### config.mk
export PLATFORM = sky130hd
export DESIGN_NAME = bus_arbiter_flat
export DESIGN_NICKNAME = d
export VERILOG_FILES = /design/src/rtl/bus_arbiter_if.sv /design/src/rtl/bus_arbiter.sv /design/src/flat_wrapper.sv
export SDC_FILE = /design/constraint.sdc
export NUM_CORES = 1
export LEC_CHECK = 0
export ABC_CLOCK_PERIOD_IN_PS = 6900
export CORE_MARGIN = 2
export CORE_UTILIZATION = 57
export CTS_CLUSTER_SIZE = 25
export DETAILED_ROUTE_END_ITERATION = 16
export GPL_ROUTABILITY_DRIVEN = 0
export PLACE_DENSITY_LB_ADDON = 0.1
export SKIP_CTS_REPAIR_TIMING = 1
export SLEW_MARGIN = 20
export SYNTH_ARGS = -nofsm -noshare
export SYNTH_HDL_FRONTEND = slang
export SYNTH_SLANG_ARGS = --single-unit
### constraint.sdc
create_clock -name clk -period 6.9 [get_ports clk]
set_input_delay 1.035 -clock clk [delete_from_list [all_inputs] [get_ports clk]]
set_output_delay 1.035 -clock clk [all_outputs]
set_load 0.005 [all_outputs]
### src/rtl/bus_arbiter_if.sv
// Shared system bus handshake between the four masters and the round-robin
// arbiter: active-low requests in, active-low grants, owner index and the
// handover pulse out.
interface bus_arbiter_if;
  logic       m0_req_;
  logic       m1_req_;
  logic       m2_req_;
  logic       m3_req_;
  logic       m0_grnt_;
  logic       m1_grnt_;
  logic       m2_grnt_;
  logic       m3_grnt_;
  logic [1:0] owner;
  logic       handover;

  // View of a requesting master (or the bench driving all masters)
  modport master (
    output m0_req_, m1_req_, m2_req_, m3_req_,
    input  m0_grnt_, m1_grnt_, m2_grnt_, m3_grnt_, owner, handover
  );

  // View of the arbiter that serves the requests
  modport slave (
    input  m0_req_, m1_req_, m2_req_, m3_req_,
    output m0_grnt_, m1_grnt_, m2_grnt_, m3_grnt_, owner, handover
  );
endinterface

### src/rtl/bus_arbiter.sv
// Four-master round-robin bus arbiter with active-low grants, parking on the
// last owner when idle and an optional hold limit that forces handover when
// other masters are waiting.
module bus_arbiter #(
  parameter int MAX_HOLD = 16,
  parameter int HOLD_W   = 5
) (
  input  logic          clk,
  input  logic          reset,
  bus_arbiter_if.slave  bus
);

  localparam logic [1:0]        OWNER_RESET = 2'd0;
  localparam logic [HOLD_W-1:0] HOLD_MAX    = HOLD_W'(MAX_HOLD);
  localparam logic [HOLD_W-1:0] HOLD_LAST   = (MAX_HOLD == 0) ? '0 : HOLD_W'(MAX_HOLD - 1);
  localparam bit                PREEMPT_EN  = (MAX_HOLD != 0);

  logic [3:0]        req;
  logic [1:0]        owner_q;
  logic [1:0]        next_owner;
  logic [1:0]        scan_owner;
  logic [1:0]        cand;
  logic              found;
  logic [HOLD_W-1:0] hold_cnt;
  logic [HOLD_W-1:0] hold_inc;
  logic [HOLD_W-1:0] next_hold;
  logic [3:0]        grnt_q;
  logic              handover_q;
  logic              next_handover;
  logic              cur_req;
  logic              others;
  logic              expire;

  assign req = ~{bus.m3_req_, bus.m2_req_, bus.m1_req_, bus.m0_req_};

  // Hold counter increment that saturates at the hold limit
  always_comb begin
    hold_inc = (hold_cnt >= HOLD_MAX) ? HOLD_MAX : hold_cnt + 1'b1;
  end

  // Rotating scan from owner+1; iterating from the farthest distance down
  // lets the nearest requester overwrite earlier candidates
  always_comb begin
    found      = 1'b0;
    scan_owner = owner_q;
    cand       = '0;
    for (int d = 3; d >= 1; d--) begin
      cand = owner_q + 2'(d);
      if (req[cand]) begin
        scan_owner = cand;
        found      = 1'b1;
      end
    end
  end

  // Decide whether the owner keeps the bus, is preempted, or releases it
  always_comb begin
    cur_req       = req[owner_q];
    others        = |(req & ~(4'b0001 << owner_q));
    expire        = PREEMPT_EN && (hold_cnt >= HOLD_LAST) && others;
    next_owner    = owner_q;
    next_hold     = hold_inc;
    next_handover = 1'b0;
    if (!(cur_req && !expire)) begin
      if (found) begin
        next_owner    = scan_owner;
        next_hold     = '0;
        next_handover = 1'b1;
      end else begin
        next_hold     = cur_req ? hold_inc : '0;
      end
    end
  end

  // Register owner, hold count, one-hot-low grants and handover pulse
  always_ff @(posedge clk or posedge reset) begin
    if (reset) begin
      owner_q    <= OWNER_RESET;
      hold_cnt   <= '0;
      grnt_q     <= 4'b1110;
      handover_q <= 1'b0;
    end else begin
      owner_q    <= next_owner;
      hold_cnt   <= next_hold;
      grnt_q     <= ~(4'b0001 << next_owner);
      handover_q <= next_handover;
    end
  end

  assign bus.m0_grnt_ = grnt_q[0];
  assign bus.m1_grnt_ = grnt_q[1];
  assign bus.m2_grnt_ = grnt_q[2];
  assign bus.m3_grnt_ = grnt_q[3];
  assign bus.owner    = owner_q;
  assign bus.handover = handover_q;

endmodule

### src/flat_wrapper.sv
// flat-port wrapper written by rule: the top's interface ports become plain ports
module bus_arbiter_flat 
#(
  parameter int MAX_HOLD = 16,
  parameter int HOLD_W   = 5
)
  (clk, reset, bus_m0_req_, bus_m1_req_, bus_m2_req_, bus_m3_req_, bus_m0_grnt_, bus_m1_grnt_, bus_m2_grnt_, bus_m3_grnt_, bus_owner, bus_handover);
  bus_arbiter_if bus_i ();
  input  logic clk;
  input  logic reset;
  input wire logic [$bits(bus_i.m0_req_)-1:0] bus_m0_req_;
  input wire logic [$bits(bus_i.m1_req_)-1:0] bus_m1_req_;
  input wire logic [$bits(bus_i.m2_req_)-1:0] bus_m2_req_;
  input wire logic [$bits(bus_i.m3_req_)-1:0] bus_m3_req_;
  output wire logic [$bits(bus_i.m0_grnt_)-1:0] bus_m0_grnt_;
  output wire logic [$bits(bus_i.m1_grnt_)-1:0] bus_m1_grnt_;
  output wire logic [$bits(bus_i.m2_grnt_)-1:0] bus_m2_grnt_;
  output wire logic [$bits(bus_i.m3_grnt_)-1:0] bus_m3_grnt_;
  output wire logic [$bits(bus_i.owner)-1:0] bus_owner;
  output wire logic [$bits(bus_i.handover)-1:0] bus_handover;
  assign bus_i.m0_req_ = bus_m0_req_;
  assign bus_i.m1_req_ = bus_m1_req_;
  assign bus_i.m2_req_ = bus_m2_req_;
  assign bus_i.m3_req_ = bus_m3_req_;
  assign bus_m0_grnt_ = bus_i.m0_grnt_;
  assign bus_m1_grnt_ = bus_i.m1_grnt_;
  assign bus_m2_grnt_ = bus_i.m2_grnt_;
  assign bus_m3_grnt_ = bus_i.m3_grnt_;
  assign bus_owner = bus_i.owner;
  assign bus_handover = bus_i.handover;
  bus_arbiter #(.MAX_HOLD(MAX_HOLD), .HOLD_W(HOLD_W)) u_core (.clk(clk), .reset(reset), .bus(bus_i));
endmodule
=== Word level (Yosys, flattened, before mapping) ===
Cells that the tools add are included.

* Shifts and indexed selects: 2
* Muxes and demuxes: 22
* $lt $le $gt $ge: 6
* Add/subtract/negate cells: 4
* Bitwise logic cells: 4
* Reduce and logical (&&, ||, !) cells: 4

{| class="wikitable"
|+ Operators with widths
! cell !! count
|-
| 5-bit two-way mux || 4
|-
| 2-bit by 3-bit < comparator with 1-bit output, second input constant || 4
|-
| 4-bit inverter || 3
|-
| 2-bit two-way mux || 5
|-
| 1-bit two-way mux || 9
|-
| 1-bit binary-select mux with 2-bit select || 4
|-
| 1-bit by 2-bit << shifter with 4-bit output, first input constant || 2
|-
| 5-bit by 1-bit adder with 5-bit output, second input constant || 1
|-
| 5-bit by 4-bit >= comparator with 1-bit output, second input constant || 1
|-
| 5-bit >= comparator, second input constant || 1
|-
| 2-bit adder, second input constant || 2
|-
| 4-bit bitwise AND || 1
|-
| 4-bit OR reduction || 1
|-
| 2-bit by 1-bit adder with 2-bit output, second input constant || 1
|-
| 1-bit logical AND || 2
|-
| 1-bit logical NOT || 1
|}

* Register bits after elaboration: 12
* Bits of input ports: 6
* Output and inout port bits: 7
* Logic and storage cells: 46

=== Depth between registers and ports, before layout ===
* Depth after elaboration: 10
* Depth in mapped cells: 10
* Gate-level depth less buffers: 8

=== Worst setup path before layout ===
Ideal clock, no wire load.

* Path type: register to register
* Start: reg u_core.owner_q[0] (netlist: u_core.bus.owner[0])
* End: reg u_core.grnt_q[0]
* Setup time: 0.126 ns
* Cell stages (with the launch flop): 11
* Path buffers: 2
* Setup slack: 4.416 ns
* Arrival: 2.358 ns
* Data required time: 6.774 ns
* Clock period less this slack: 2.484 ns
* Cells stage by stage: dfrtp_1 buf_2 inv_1 ha_1 buf_6 mux2_4 a22o_1 a32oi_2 and3b_1 nand3_1 o311a_1

* Cells in the longest elaborated chain, start to end: 10
* Elaborated cells between the ends (all ways): 28
* Classes of those cells: add/sub (3); shift (2); mux (16); bitwise (3); reduce/logical (4)

{| class="wikitable"
|+ RTL lines
! what !! line !! text
|-
| start, declared || bus_arbiter.sv:19 || <nowiki>logic [1:0] owner_q;</nowiki>
|-
| start signal, assigned || bus_arbiter.sv:83 || <nowiki>owner_q <= next_owner;</nowiki>
|-
| 2-bit adder or 1-bit by 2-bit << shifter with 4-bit output (tied branches) || bus_arbiter.sv:48, bus_arbiter.sv:59 ||
|-
| 1-bit binary-select mux with 2-bit select or 4-bit inverter (tied branches) || bus_arbiter.sv:49, bus_arbiter.sv:59 ||
|-
| 1-bit two-way mux (implied by the code) or 4-bit bitwise AND (tied branches) || bus_arbiter.sv:49, bus_arbiter.sv:59 ||
|-
| 2-bit two-way mux, or another cell as far along (3 in a row) || bus_arbiter.sv:49 || <nowiki>if (req[cand]) begin</nowiki>
|-
| 2-bit two-way mux or 1-bit logical AND (tied branches) || bus_arbiter.sv:65, bus_arbiter.sv:64 ||
|-
| 2-bit two-way mux * || bus_arbiter.sv:64 || <nowiki>if (!(cur_req && !expire)) begin</nowiki>
|-
| 1-bit by 2-bit << shifter with 4-bit output * || bus_arbiter.sv:85 || <nowiki>grnt_q <= ~(4'b0001 << next_owner);</nowiki>
|-
| 4-bit inverter * || bus_arbiter.sv:85 ||
|-
| end signal, assigned || bus_arbiter.sv:85 ||
|-
| end, declared || bus_arbiter.sv:27 || <nowiki>logic [3:0] grnt_q;</nowiki>
|}

Mark *: on every way between the ends. The rest lies on a longest branch, timed or not. The select of a mux whose other input is x is not followed.

=== Worst setup path after layout ===
Ends and elaborated chain as after synthesis.

==> impl_metrics.json <==
{
  "slowest_delay_ps": 710,
  "final_cell_mix": "clkdlybuf4s50_1 (12), dfrtp_1 (9), inv_1 (8)",
  "synth-edff-count": 0,
  "antenna_cells": 0,
  "timing.final.ws_setup_ps": 3962,
  "seq_area_frac_synth_pct": 33.52,
  "slew_violations": 0,
  "holdPathEnd": "u_core.hold_cnt[0]",
  "crit_buf_inv": 1,
  "grt_usage_pct": 21.88,
  "cp-end-kind": "register",
  "final_nets": 114,
  "vias": 738,
  "drtIter0Drc": 25,
  "io_buffers": 12,
  "rsz0062_at_grt": "no",
  "antenna_found_initial": 0,
  "vias_per_cell": 6.308,
  "syn_area_um2": 907.1,
  "antenna_left": 0,
  "fmax_mhz": 340.4,
  "root_buffer": "clkbuf_4",
  "clkLatencyLatePin_ps": 270,
  "grt_first_pass_wirelength_um": 3153,
  "worstSetupPathType": "reg -> reg",
  "fin_setup_tns_ps": 0,
  "timing.slew.headroom_pct": 61.61,
  "crit_slowest_cell": "dfrtp_1",
  "peakVddDrop_mv": 0.2345,
  "crit_path_start_kind": "register",
  "hold_depth": 1,
  "fin_worst_skew_ps": 4.279,
  "reg2reg_slack_ps": 3960,
  "die_w_um": 43.89,
  "ios": 13,
  "synthDistinctLibCells": 41,
  "p_leak_nw": 0.4643,
  "syn2layout_area_growth_pct": 13.79,
  "yosys-top-cells-area": "dfrtp_1 (25%), dfstp_2 (8.7%), ha_1 (8.3%), buf_6 (3.7%), inv_1 (3.3%)",
  "avgSynthCellArea_um2": 9.968,
  "synth_nets": 103,
  "r2r_start": "u_core.bus.owner[0]",
  "die_area_um2": 1926,
  "first_pass_iters": 4,
  "clock_path_buffers": 2,
  "placed_area_um2": 996.0,
  "status": "completed",
  "cts_max_level": 1,
  "p_total_mw": 0.4685,
  "synth_cells": 91,
  "ys_warn_count": 0,
  "setup_viol": 0,
  "arrival_ps": 3100,
  "rows": 14,
  "synthArstFlopShare_pct": 100.0,
  "fin_crit_sh_pct": 42.58,
  "hpwl_um": 1258,
  "start_util_pct": 60.22,
  "die_h_um": 43.89,
  "grt_pass1_vias": 714,
  "cp.depth": 8,
  "dpl.cell_count": 113,
  "critical_path.cell_chain": "inv_1 > ha_1 > mux2_4 > a22o_1 > a32oi_2 > and3b_1 > nand3_1 > o311a_1",
  "place_ws_ps": 3878,
  "drv_cap": 0,
  "drcViolationCount": 0,
  "cts_tree": "done",
  "hp-start": "u_core.hold_cnt[0]",
  "grt_max_degree": 19,
  "fin_util_pct": 68.52,
  "cts.sinks": 12,
  "required_ps": 7060,
  "p_per_area_nw_per_um2": 453.9,
  "drive_gt1_share_pct": 13.86,
  "r2r-end": "u_core.grnt_q[0]",
  "finalHoldViolCount": 0,
  "synth_top_area_cell": "dfrtp_1",
  "ys_ff_latch": 12,
  "overflow": 0,
  "design_area_um2": 1032,
  "instances_no_fill": 117,
  "cp_top_family": "flip-flops",
  "tightest_slew_ps": 575.8,
  "wl_per_cell_um": 15.06,
  "layout_min_cycle_time_ps": 2938,
  "whs_ps": 527.4,
  "drt_wl_total_um": 1762,
  "layout.cells.most_common": "clkdlybuf4s50_1",
  "synth_top_area_share_pct": 24.83,
  "min_path_type": "reg -> reg",
  "ys.flop_type": "dfrtp_1",
  "r2r_cells": 8,
  "clk_pin_slew_ps": 80,
  "cts_buffers": 3,
  "core_area_um2": 1506,
  "path_max_fanout": 18
}
worst reg2reg max path, cell delays in order, from the launching register on:
cell	delay, ps
dfrtp_1	710
inv_1	300
ha_1	570
mux2_4	330
a22o_1	230
a32oi_2	200
and3b_1	230
nand3_1	90
o311a_1	160
metal layers:
metal	vias up	GRT usage [%]	wire, µm
met5	-	0	0
met4	0	11.52	27
met3	4	1.667	93
met2	28	36.47	846
met1	347	28.08	794
li1	359	-	-
registers in the layout, indices dropped and copies added (netlist names):
| name | cells |
|---|---|
| u_core.hold_cnt | 5 |
| u_core.bus.owner | 2 |
| u_core.bus.handover | 1 |
| u_core.grnt_q | 4 |
final cells by class:
type / count / area (µm²)
Clock buffer: 4 / 36.28
Fill cell: 121 / 474.2
Inverter: 8 / 30.03
Multi-Input combinational cell: 65 / 521.8
Sequential cell: 12 / 304.0
Tap cell: 16 / 20.02
Timing Repair Buffer: 12 / 120.1
power breakdown:
part | internal (mW) | total, mW | switching [mW]
Combinational | 0.135 | 0.271 | 0.136
Sequential | 0.101 | 0.142 | 0.0410
Clock | 0.0321 | 0.0554 | 0.0233
synthesized netlist by cell type, types with 2 or more instances:
cell      count
nor3_1        2
xnor2_1       2
buf_2         2
nand2_1       4
o21ai_0       2
o211ai_1      3
nor2_1        7
o22ai_1       3
dfstp_2       3
nand4_1       3
nor2b_1       3
ha_1          6
inv_1         8
buf_6         3
nand3b_1      2
nand3_1       3
mux2i_1       2
dfrtp_1       9
o32ai_1       2
how the worst max path moves through the flow:
stage	startpoint	endpoint
after floorplan	u_core.bus.owner[0]	u_core.grnt_q[0]
after global placement	bus_m2_req_	u_core.grnt_q[0]
after detailed placement	bus_m2_req_	u_core.grnt_q[2]
after CTS	u_core.bus.owner[0]	u_core.grnt_q[0]
after global routing	u_core.bus.owner[0]	u_core.grnt_q[0]
final	u_core.bus.owner[0]	u_core.grnt_q[0]
logic make-up (layout without fill, tap and decap cells):
kind of cell | Yosys count | in the layout | share of synthesized area [%]
XOR/XNOR | 3 | 3 | 2.897
adder cells (fa/ha/maj) | 6 | 6 | 8.276
AO/OA/AOI/OAI | 24 | 24 | 22.07
buffers and inverters | 14 | 24 | 8.966
flip-flops | 12 | 12 | 33.52
multiplexers | 4 | 4 | 6.344
AND/OR/NAND/NOR | 28 | 28 | 17.93
(Power assumes the default switching activity.)
